### src/rtl/lpc_cycle_decoder.sv
// rtl/lpc_cycle_decoder.sv - passive LPC I/O and TPM cycle decoder emitting one record per completed cycle

module lpc_cycle_decoder #(
    parameter int SYNC_MAX = 1023
) (
    input  logic        lpc_clock,
    input  logic        lpc_reset,
    input  logic        lpc_frame,
    input  logic [3:0]  lpc_ad,
    output logic        out_valid,
    output logic [15:0] out_addr,
    output logic [7:0]  out_data,
    output logic        out_dir,
    output logic        out_tpm,
    output logic        out_sync_err
);

    localparam int WW = (SYNC_MAX < 1) ? 1 : $clog2(SYNC_MAX + 1);
    localparam logic [WW-1:0] WAIT_LIM = WW'(SYNC_MAX);

    typedef enum logic [2:0] {
        S_IDLE,
        S_START,
        S_CYCDIR,
        S_ADDR,
        S_WDATA,
        S_TAR,
        S_SYNC,
        S_RDATA
    } state_t;

    state_t          state, state_d;
    logic [3:0]      start_nib, start_nib_d;
    logic [15:0]     addr_q, addr_d;
    logic [7:0]      data_q, data_d;
    logic            dir_q, dir_d;
    logic            tpm_q, tpm_d;
    logic            err_q, err_d;
    logic [1:0]      cnt_q, cnt_d;
    logic [WW-1:0]   wait_q, wait_d;
    logic            emit;
    logic [7:0]      rec_data;

    always_ff @(posedge lpc_clock or negedge lpc_reset) begin
        if (!lpc_reset) begin
            state        <= S_IDLE;
            start_nib    <= 4'd0;
            addr_q       <= 16'd0;
            data_q       <= 8'd0;
            dir_q        <= 1'b0;
            tpm_q        <= 1'b0;
            err_q        <= 1'b0;
            cnt_q        <= 2'd0;
            wait_q       <= '0;
            out_valid    <= 1'b0;
            out_addr     <= 16'd0;
            out_data     <= 8'd0;
            out_dir      <= 1'b0;
            out_tpm      <= 1'b0;
            out_sync_err <= 1'b0;
        end else begin
            state     <= state_d;
            start_nib <= start_nib_d;
            addr_q    <= addr_d;
            data_q    <= data_d;
            dir_q     <= dir_d;
            tpm_q     <= tpm_d;
            err_q     <= err_d;
            cnt_q     <= cnt_d;
            wait_q    <= wait_d;
            out_valid <= emit;
            if (emit) begin
                out_addr     <= addr_q;
                out_data     <= rec_data;
                out_dir      <= dir_q;
                out_tpm      <= tpm_q;
                out_sync_err <= err_d;
            end
        end
    end

    // Read data reported as zero when the peripheral signalled a SYNC error
    assign rec_data = (err_d && !dir_q) ? 8'h00 : data_d;

    always_comb begin
        state_d     = state;
        start_nib_d = start_nib;
        addr_d      = addr_q;
        data_d      = data_q;
        dir_d       = dir_q;
        tpm_d       = tpm_q;
        err_d       = err_q;
        cnt_d       = cnt_q;
        wait_d      = wait_q;
        emit        = 1'b0;

        if (!lpc_frame) begin
            state_d     = S_START;
            start_nib_d = lpc_ad;
        end else begin
            case (state)
                S_IDLE: ;
                S_START: begin
                    // The nibble on the first LFRAME#-high clock is already CYCTYPE+DIR
                    if (start_nib == 4'b0000 || start_nib == 4'b0101) begin
                        tpm_d = (start_nib == 4'b0101);
                        if (lpc_ad[3:2] == 2'b00) begin
                            dir_d   = lpc_ad[1];
                            cnt_d   = 2'd0;
                            state_d = S_ADDR;
                        end else begin
                            state_d = S_IDLE;
                        end
                    end else begin
                        state_d = S_IDLE;
                    end
                end
                S_CYCDIR: begin
                    if (lpc_ad[3:2] == 2'b00) begin
                        dir_d   = lpc_ad[1];
                        cnt_d   = 2'd0;
                        state_d = S_ADDR;
                    end else begin
                        state_d = S_IDLE;
                    end
                end
                S_ADDR: begin
                    addr_d = {addr_q[11:0], lpc_ad};
                    cnt_d  = cnt_q + 2'd1;
                    if (cnt_q == 2'd3) begin
                        cnt_d   = 2'd0;
                        state_d = dir_q ? S_WDATA : S_TAR;
                    end
                end
                S_WDATA: begin
                    if (cnt_q == 2'd0) begin
                        data_d[3:0] = lpc_ad;
                        cnt_d       = 2'd1;
                    end else begin
                        data_d[7:4] = lpc_ad;
                        cnt_d       = 2'd0;
                        state_d     = S_TAR;
                    end
                end
                S_TAR: begin
                    if (cnt_q == 2'd0) begin
                        cnt_d = 2'd1;
                    end else begin
                        cnt_d   = 2'd0;
                        wait_d  = '0;
                        state_d = S_SYNC;
                    end
                end
                S_SYNC: begin
                    case (lpc_ad)
                        4'b0000, 4'b1010: begin
                            err_d = (lpc_ad == 4'b1010);
                            if (dir_q) begin
                                emit    = 1'b1;
                                state_d = S_IDLE;
                            end else begin
                                cnt_d   = 2'd0;
                                state_d = S_RDATA;
                            end
                        end
                        4'b0101, 4'b0110: begin
                            if (wait_q == WAIT_LIM) begin
                                state_d = S_IDLE;
                            end else begin
                                wait_d = wait_q + WW'(1);
                            end
                        end
                        default: state_d = S_IDLE;
                    endcase
                end
                S_RDATA: begin
                    if (cnt_q == 2'd0) begin
                        data_d[3:0] = lpc_ad;
                        cnt_d       = 2'd1;
                    end else begin
                        data_d[7:4] = lpc_ad;
                        cnt_d       = 2'd0;
                        emit        = 1'b1;
                        state_d     = S_IDLE;
                    end
                end
                default: state_d = S_IDLE;
            endcase
        end
    end

endmodule

### config.mk
export PLATFORM = sky130hd
export DESIGN_NAME = lpc_cycle_decoder
export DESIGN_NICKNAME = d
export VERILOG_FILES = /design/src/rtl/lpc_cycle_decoder.sv
export SDC_FILE = /design/constraint.sdc
export NUM_CORES = 1
export LEC_CHECK = 0
export CAP_MARGIN = 0
export CORE_AREA = 4 4 89 91
export CTS_BUF_LIST = sky130_fd_sc_hd__clkbuf_8
export CTS_CLUSTER_DIAMETER = 100
export DETAILED_ROUTE_END_ITERATION = 10
export DIE_AREA = 0 0 93 95
export PLACE_DENSITY = 0.7
export SYNTH_ARGS = -nofsm -noshare
export SYNTH_HDL_FRONTEND = slang
export SYNTH_SLANG_ARGS = --single-unit
export TNS_END_PERCENT = 10
### constraint.sdc
create_clock -name lpc_clock -period 2.2 [get_ports lpc_clock]
set_clock_uncertainty 0.15 [all_clocks]
set_input_delay 0.44 -clock lpc_clock [delete_from_list [all_inputs] [get_ports lpc_clock]]
set_output_delay 0.44 -clock lpc_clock [all_outputs]
set_load 0.1 [all_outputs]
==> out/metrics.cfg, run 1 <==
[layout]
num_antenna_cells=0
fin_area_sq_mm=0.004289
multi_input_comb_area_sq_mm=0.001504
drive_gt1_frac=0.3621
regArea_sq_mm=0.001852
final_common_cell=dfrtp_1
layout_common_cells=74 x dfrtp_1, 60 x buf_4, 38 x mux2_2
nFillCells=611
fin_util=0.6010
area_growth_pct=23.04
nets=364

[setup_path]
crit_required_ns=2.27
crit_type=input port to register
cp-start-kind=input port
worstSetupEndpointType=register
path_cells=clkdlybuf4s50_1, nand2b_1, or4_4, a2111oi_0, a211oi_1
rr_worst_depth=4
slowest_delay_ns=0.57
r2r_slack_ns=0.13
path_max_fanout=12
arrival_ns=2.20
r2r-end=wait_q[9]
r2r-start=wait_q[3]
cp_slowest_cell=or4_4

[global_routing]
grt_pass1_vias=2625
track_usage=0.1849
globalRouteMet1Util=0.2634
grt_pass1_wl_microns=12720
met3_usage=0.03506
met2_usage=0.2753
antenna_found_initial=0
grt_start_max_net_pins=38
overflow=0
grt-busiest-layer=met2

[placed_design]
place_hpwl_microns=5115
placed_area_sq_mm=0.004076
portBuffers=34
place.gp.congestion=0.8955

[timing]
finalHoldViolCount=0
fin_crit_sh=0.9686
drv_slew=0
report.final.setup_viol=0
rsz0062_at_grt=true
fmaxAchievable_mhz=469.3
tightest_slew_ns=0.4762
period_needed_ns=2.131
slew_headroom=0.6743

[floorplan]
io_pins=35
die_w_microns=93
die_area_sq_mm=0.008835
design.core.area_sq_mm=0.007137
start_util=0.4884
rows=31
die_h_microns=95

[clocking]
htree_levels=3
clkTransAtPathRegs_ns=0.08
numCtsBuffers=9
cts_buffer_depth=2
tritoncts=done
cts_root_buf=clkbuf_8
clock-sinks=74
clock_latency_ns=0.35

[yosys]
synthesis.nets=299
synth_top_family_by_area=multiplexers
synth_ff_type=dfrtp_1
syn_area_sq_mm=0.003486
ys.warnings.count=0
synthDistinctLibCells=56
synth.avg_cell_area_sq_um=12.06
synth_edf_count=0
synthArstFlopShare=1.000
synth_cells=289
synth-compound-area-share=0.1231
synth_fa_ha_area_frac=0.01077
synth-simple-area-share=0.1206
synth_mux_area_frac=0.1662
synth_xor_area_frac=0.007538
ys_ff_latch=74
seq_area_frac_synth=0.5312

[flow_run]
drv_cap=0

[power_and_ir_drop]
power_density_mw_per_mm2=936.0
p_total_w=0.004014
ir_drop_mv=0.6388
leakage_nw=2.032

[worst_hold_path]
hold_depth=2
min_from=data_q[5]
min_to=data_q[5]
hold_class=register to register

[route]
drt-initial-drc-count=104
antenna_left=0
wl_per_cell_microns=15.93
routed_via_density=5.456
dr.pass1.iters=4
drc=0
vias=2499
routed_wl_microns=7296

[status]
status=complete, no violations

-- routing by layer --
layer  vias up  part of all wire
met3        11             0.043
li1       1194                 -
met1      1244              0.47
met4         0             0.019
met2        50              0.46
met5         -                 0
-- critical path: cells and delay by family --
family | cells | cell delay (ns)
AOI/OAI and AO/OA | 2 | 0.52
buffers and inverters | 1 | 0.48
and+or+nand+nor | 2 | 0.76
-- worst max-delay path by stage --
stage                    to  slack (ns)  startpoint  cells past startpoint
2_1_floorplan  out_addr[10]        0.20    cnt_q[0]                      6
3_3_place_gp    out_addr[3]       -0.28   lpc_ad[1]                      6
3_5_place_dp      wait_q[9]       -0.29   lpc_ad[3]                      5
4_1_cts           wait_q[9]        0.08   lpc_ad[3]                      5
5_1_grt        out_sync_err      0.0004   lpc_ad[1]                      6
6_report          wait_q[9]        0.07   lpc_ad[3]                      5
-- repair_timing --
action | 4_1_cts | 5_1_grt
hold buffers | 1 | 0
gates resized for setup | 0 | 3
endpoints found under the setup margin | 0 | 4
endpoints found under the hold margin | 34 | 0
buffers inserted | 0 | 0
-- synth_stat cells (all sizes together) (5+ instances only) --
cell type | instances | area (sq um)
dfrtp | 74 | 1852
mux2 | 39 | 439.2
inv | 18 | 67.56
nand2 | 17 | 63.81
mux2i | 14 | 140.1
buf | 9 | 53.80
nor3 | 9 | 45.04
nor2 | 8 | 30.03
o2bb2ai | 8 | 70.07
nand3 | 6 | 30.03
nor4 | 6 | 65.06
o22a | 6 | 52.55
a21oi | 5 | 28.78
clkbuf | 5 | 20.01
or3 | 5 | 31.28
-- power by group --
group	internal [W]	switching, W	total (W)
combinational	0.000483	0.000686	0.00117
sequential	0.00164	0.000166	0.00181
clock	0.000445	0.000593	0.00104
-- kinds of logic after synthesis --
family,count (synthesis)
XOR/XNOR,3
multiplexers,53
flip-flops,74
adder cells (fa/ha/maj),3
AND/OR/NAND/NOR,71
buffers and inverters,32
AO/OA/AOI/OAI,53
-- area by class of cell --
type                    count  area share
repair buffers             68      0.1284
clock buffers               9     0.02888
flip-flops and latches     74      0.4317
well taps                  99     0.02888
clock inverters             7     0.01575
inverters                  18     0.01575
multi-input cells         183      0.3506
-- flip-flops by register name (all words and copies together), names as in the netlist --
register	cells
out_tpm	1
state	3
out_addr	16
start_nib	4
out_data	8
err_q	1
data_q	8
tpm_q	1
cnt_q	2
dir_q	1
addr_q	16
out_valid	1
out_dir	1
out_sync_err	1
wait_q	10
-- metrics by stage --
step	hold slack (ns)	setup WS, ns	std cells	TNS, ns
4_1_cts	0.3413	0.08373	458	0
2_1_floorplan	-0.005591	0.1999	289	0
6_report	0.3342	0.06909	458	0
5_1_grt	0.3649	0.0003701	458	0
3_3_place_gp	0.2802	-0.2822	441	-11.95
3_5_place_dp	0.2759	-0.2888	441	-11.06
(Power assumes the default switching activity.)
==> run 2: changes to the inputs <==
- CORE_AREA: 4 4 89 91 -> 2 2 87 89
- DIE_AREA: 0 0 93 95 -> 0 0 89 91
- GPL_TIMING_DRIVEN: unset -> 0
==> run 2 against run 1 <==
Effect of this change: clock-buffer cell count is the same; power shrank 0.19%; global-route usage grew 1.3 points; largest power group unchanged; wire length grew 1.8%; largest cell class unchanged; clock power hardly changed; combinational power hardly changed; first-iteration DRC count increased by 65%; sequential power barely moved; critical path depth is 4 lower; die area shrank 8.3%; maximum frequency down 1.2%; core utilization is 0.18 points lower.
==> out/metrics.cfg, run 2 (same netlist as run 1, synthesis figures left out) <==
[route]
routed_via_density=5.624
routed_wl_microns=7429
dr.pass1.iters=4
drc=0
antenna_left=0
wl_per_cell_microns=16.73
vias=2497
drt-initial-drc-count=172

[setup_path]
path_buf_inv=1
crit_family=buffers and inverters
crit_type=register to output pin
cp-start-kind=register
crit_required_ns=1.61
slowest_delay_ns=0.86
arrival_ns=1.57
worstSetupEndpointType=output pin
cp_slowest_cell=dlygate4sd2_1
path_max_fanout=2
path_cells=dlygate4sd2_1

[floorplan]
die_area_sq_mm=0.008099
die_h_microns=91
die_w_microns=89
design.core.area_sq_mm=0.007137
start_util=0.4884
io_pins=35
rows=31

[clocking]
cts_root_buf=clkbuf_8
clock_latency_ns=0.35
htree_levels=3
clkTransAtPathRegs_ns=0.08
clock-sinks=74
cts_buffer_depth=2
numCtsBuffers=9
tritoncts=done

[global_routing]
grt_pass1_vias=2466
grt_start_max_net_pins=64
track_usage=0.1980
antenna_found_initial=0
grt_pass1_wl_microns=12280
overflow=0

[power_and_ir_drop]
p_total_w=0.004007
p_int_w=0.002605
clockPowerShare=0.261
ir_drop_mv=0.6284
seq_power_share=0.454
sw_frac_of_total=0.3499
leakage_nw=2.052
comb_power_share=0.284
power_density_mw_per_mm2=936.9
switchingPower_w=0.001402

[layout]
area_growth_pct=22.68
top_regs=addr_q (16), out_addr (16), wait_q (10)
final_common_cell=dfrtp_1
fin_area_sq_mm=0.004277
drive_gt1_frac=0.2667
layout_common_cells=74 x dfrtp_1, 38 x mux2_2, 20 x inv_1
nFillCells=613
nets=350
num_antenna_cells=0

[placed_design]
place_hpwl_microns=4896
placed_area_sq_mm=0.003965
place.gp.congestion=0.8793
portBuffers=33

[timing]
drv_slew=0
fin_crit_sh=0.9804
finalHoldViolCount=0
slew_headroom=0.3392
rsz0062_at_grt=true
fmaxAchievable_mhz=463.6
report.final.setup_viol=0
period_needed_ns=2.157
tightest_slew_ns=0.9951

[worst_hold_path]
hold_class=input port to async pin

[status]
status=complete, no violations

[flow_run]
drv_cap=0

## run 2: cell types whose count changed in the layout (fill, tap and decap cells not counted), moves of 3 or more
cell	previous run	this run
a2111oi_2	0	3
buf_2	0	6
buf_4	60	9
clkdlybuf4s15_1	0	10
clkdlybuf4s50_1	5	1
dlygate4sd2_1	0	18
dlymetal6s2s_1	0	3
inv_8	3	0
## run 2: layer usage
layer  GRT usage  part of all wire  up-vias
li1            -                 -     1171
met1      0.2794              0.47     1250
met2      0.2910              0.47       68
met3     0.05545             0.048        8
met4     0.07338             0.017        0
met5           0                 0        -
## run 2: area by class of cell
type,count,area [sq um],area share
flip-flops and latches,74,1852,0.4330
well taps,99,123.9,0.02896
clock inverters,7,68.82,0.01609
clock buffers,9,123.9,0.02896
repair buffers,41,395.4,0.09245
inverters,18,67.56,0.01580
plain buffers,13,81.33,0.01902
multi-input cells,183,1564,0.3657
## run 2: metrics by stage
| stage | utilization | std cells | setup TNS, ns | hold WS [ns] | worst slack (ns) |
|---|---|---|---|---|---|
| 4_1_cts | 0.5859 | 441 | 0 | 0.3210 | 0.004782 |
| 5_1_grt | 0.5992 | 444 | -0.02581 | 0.3484 | -0.02581 |
| 2_1_floorplan | - | 289 | 0 | -0.005591 | 0.1999 |
| 3_3_place_gp | 0.5521 | 421 | -179.49 | 0.3109 | -2.018 |
| 3_5_place_dp | 0.5556 | 422 | -30.70 | 0.1530 | -0.7797 |
| 6_report | 0.5992 | 444 | 0 | 0.3263 | 0.04312 |
## run 2: path summary, 6_finish.rpt
| check | startpoint | endpoint | slack [ns] | depth (start not counted) |
|---|---|---|---|---|
| setup / recovery | out_data[5] | out_data[5] | 0.04 | 1 |
| hold / removal | lpc_reset | wait_q[9] | 0.33 | 2 |
| setup reg to reg | state[2] | addr_q[1] | 0.05 | 5 |
| hold reg to reg | data_q[0] | data_q[0] | 0.33 | 2 |
| max in group asynchronous | lpc_reset | data_q[2] | 1.03 | 3 |
| min in group lpc_clock | data_q[0] | data_q[0] | 0.33 | 2 |
## run 2: power by group through the flow
stage                     clock network [W]  registers (W)  logic [W]
after global placement                    0        0.00183    0.00106
after CTS                           0.00107        0.00182    0.00109
after detailed placement                  0        0.00184    0.00109
final                               0.00105        0.00182    0.00114
after floorplan                           0        0.00198   0.000652
after global routing                0.00113        0.00186    0.00123
## run 2: repair_timing
item	CTS	global route
gates resized for setup	39	26
pin swaps	1	1
hold buffers	1	0
cloned	0	0
endpoints found under the hold margin	11	0
setup endpoints to repair	80	46
setup buffers	2	4
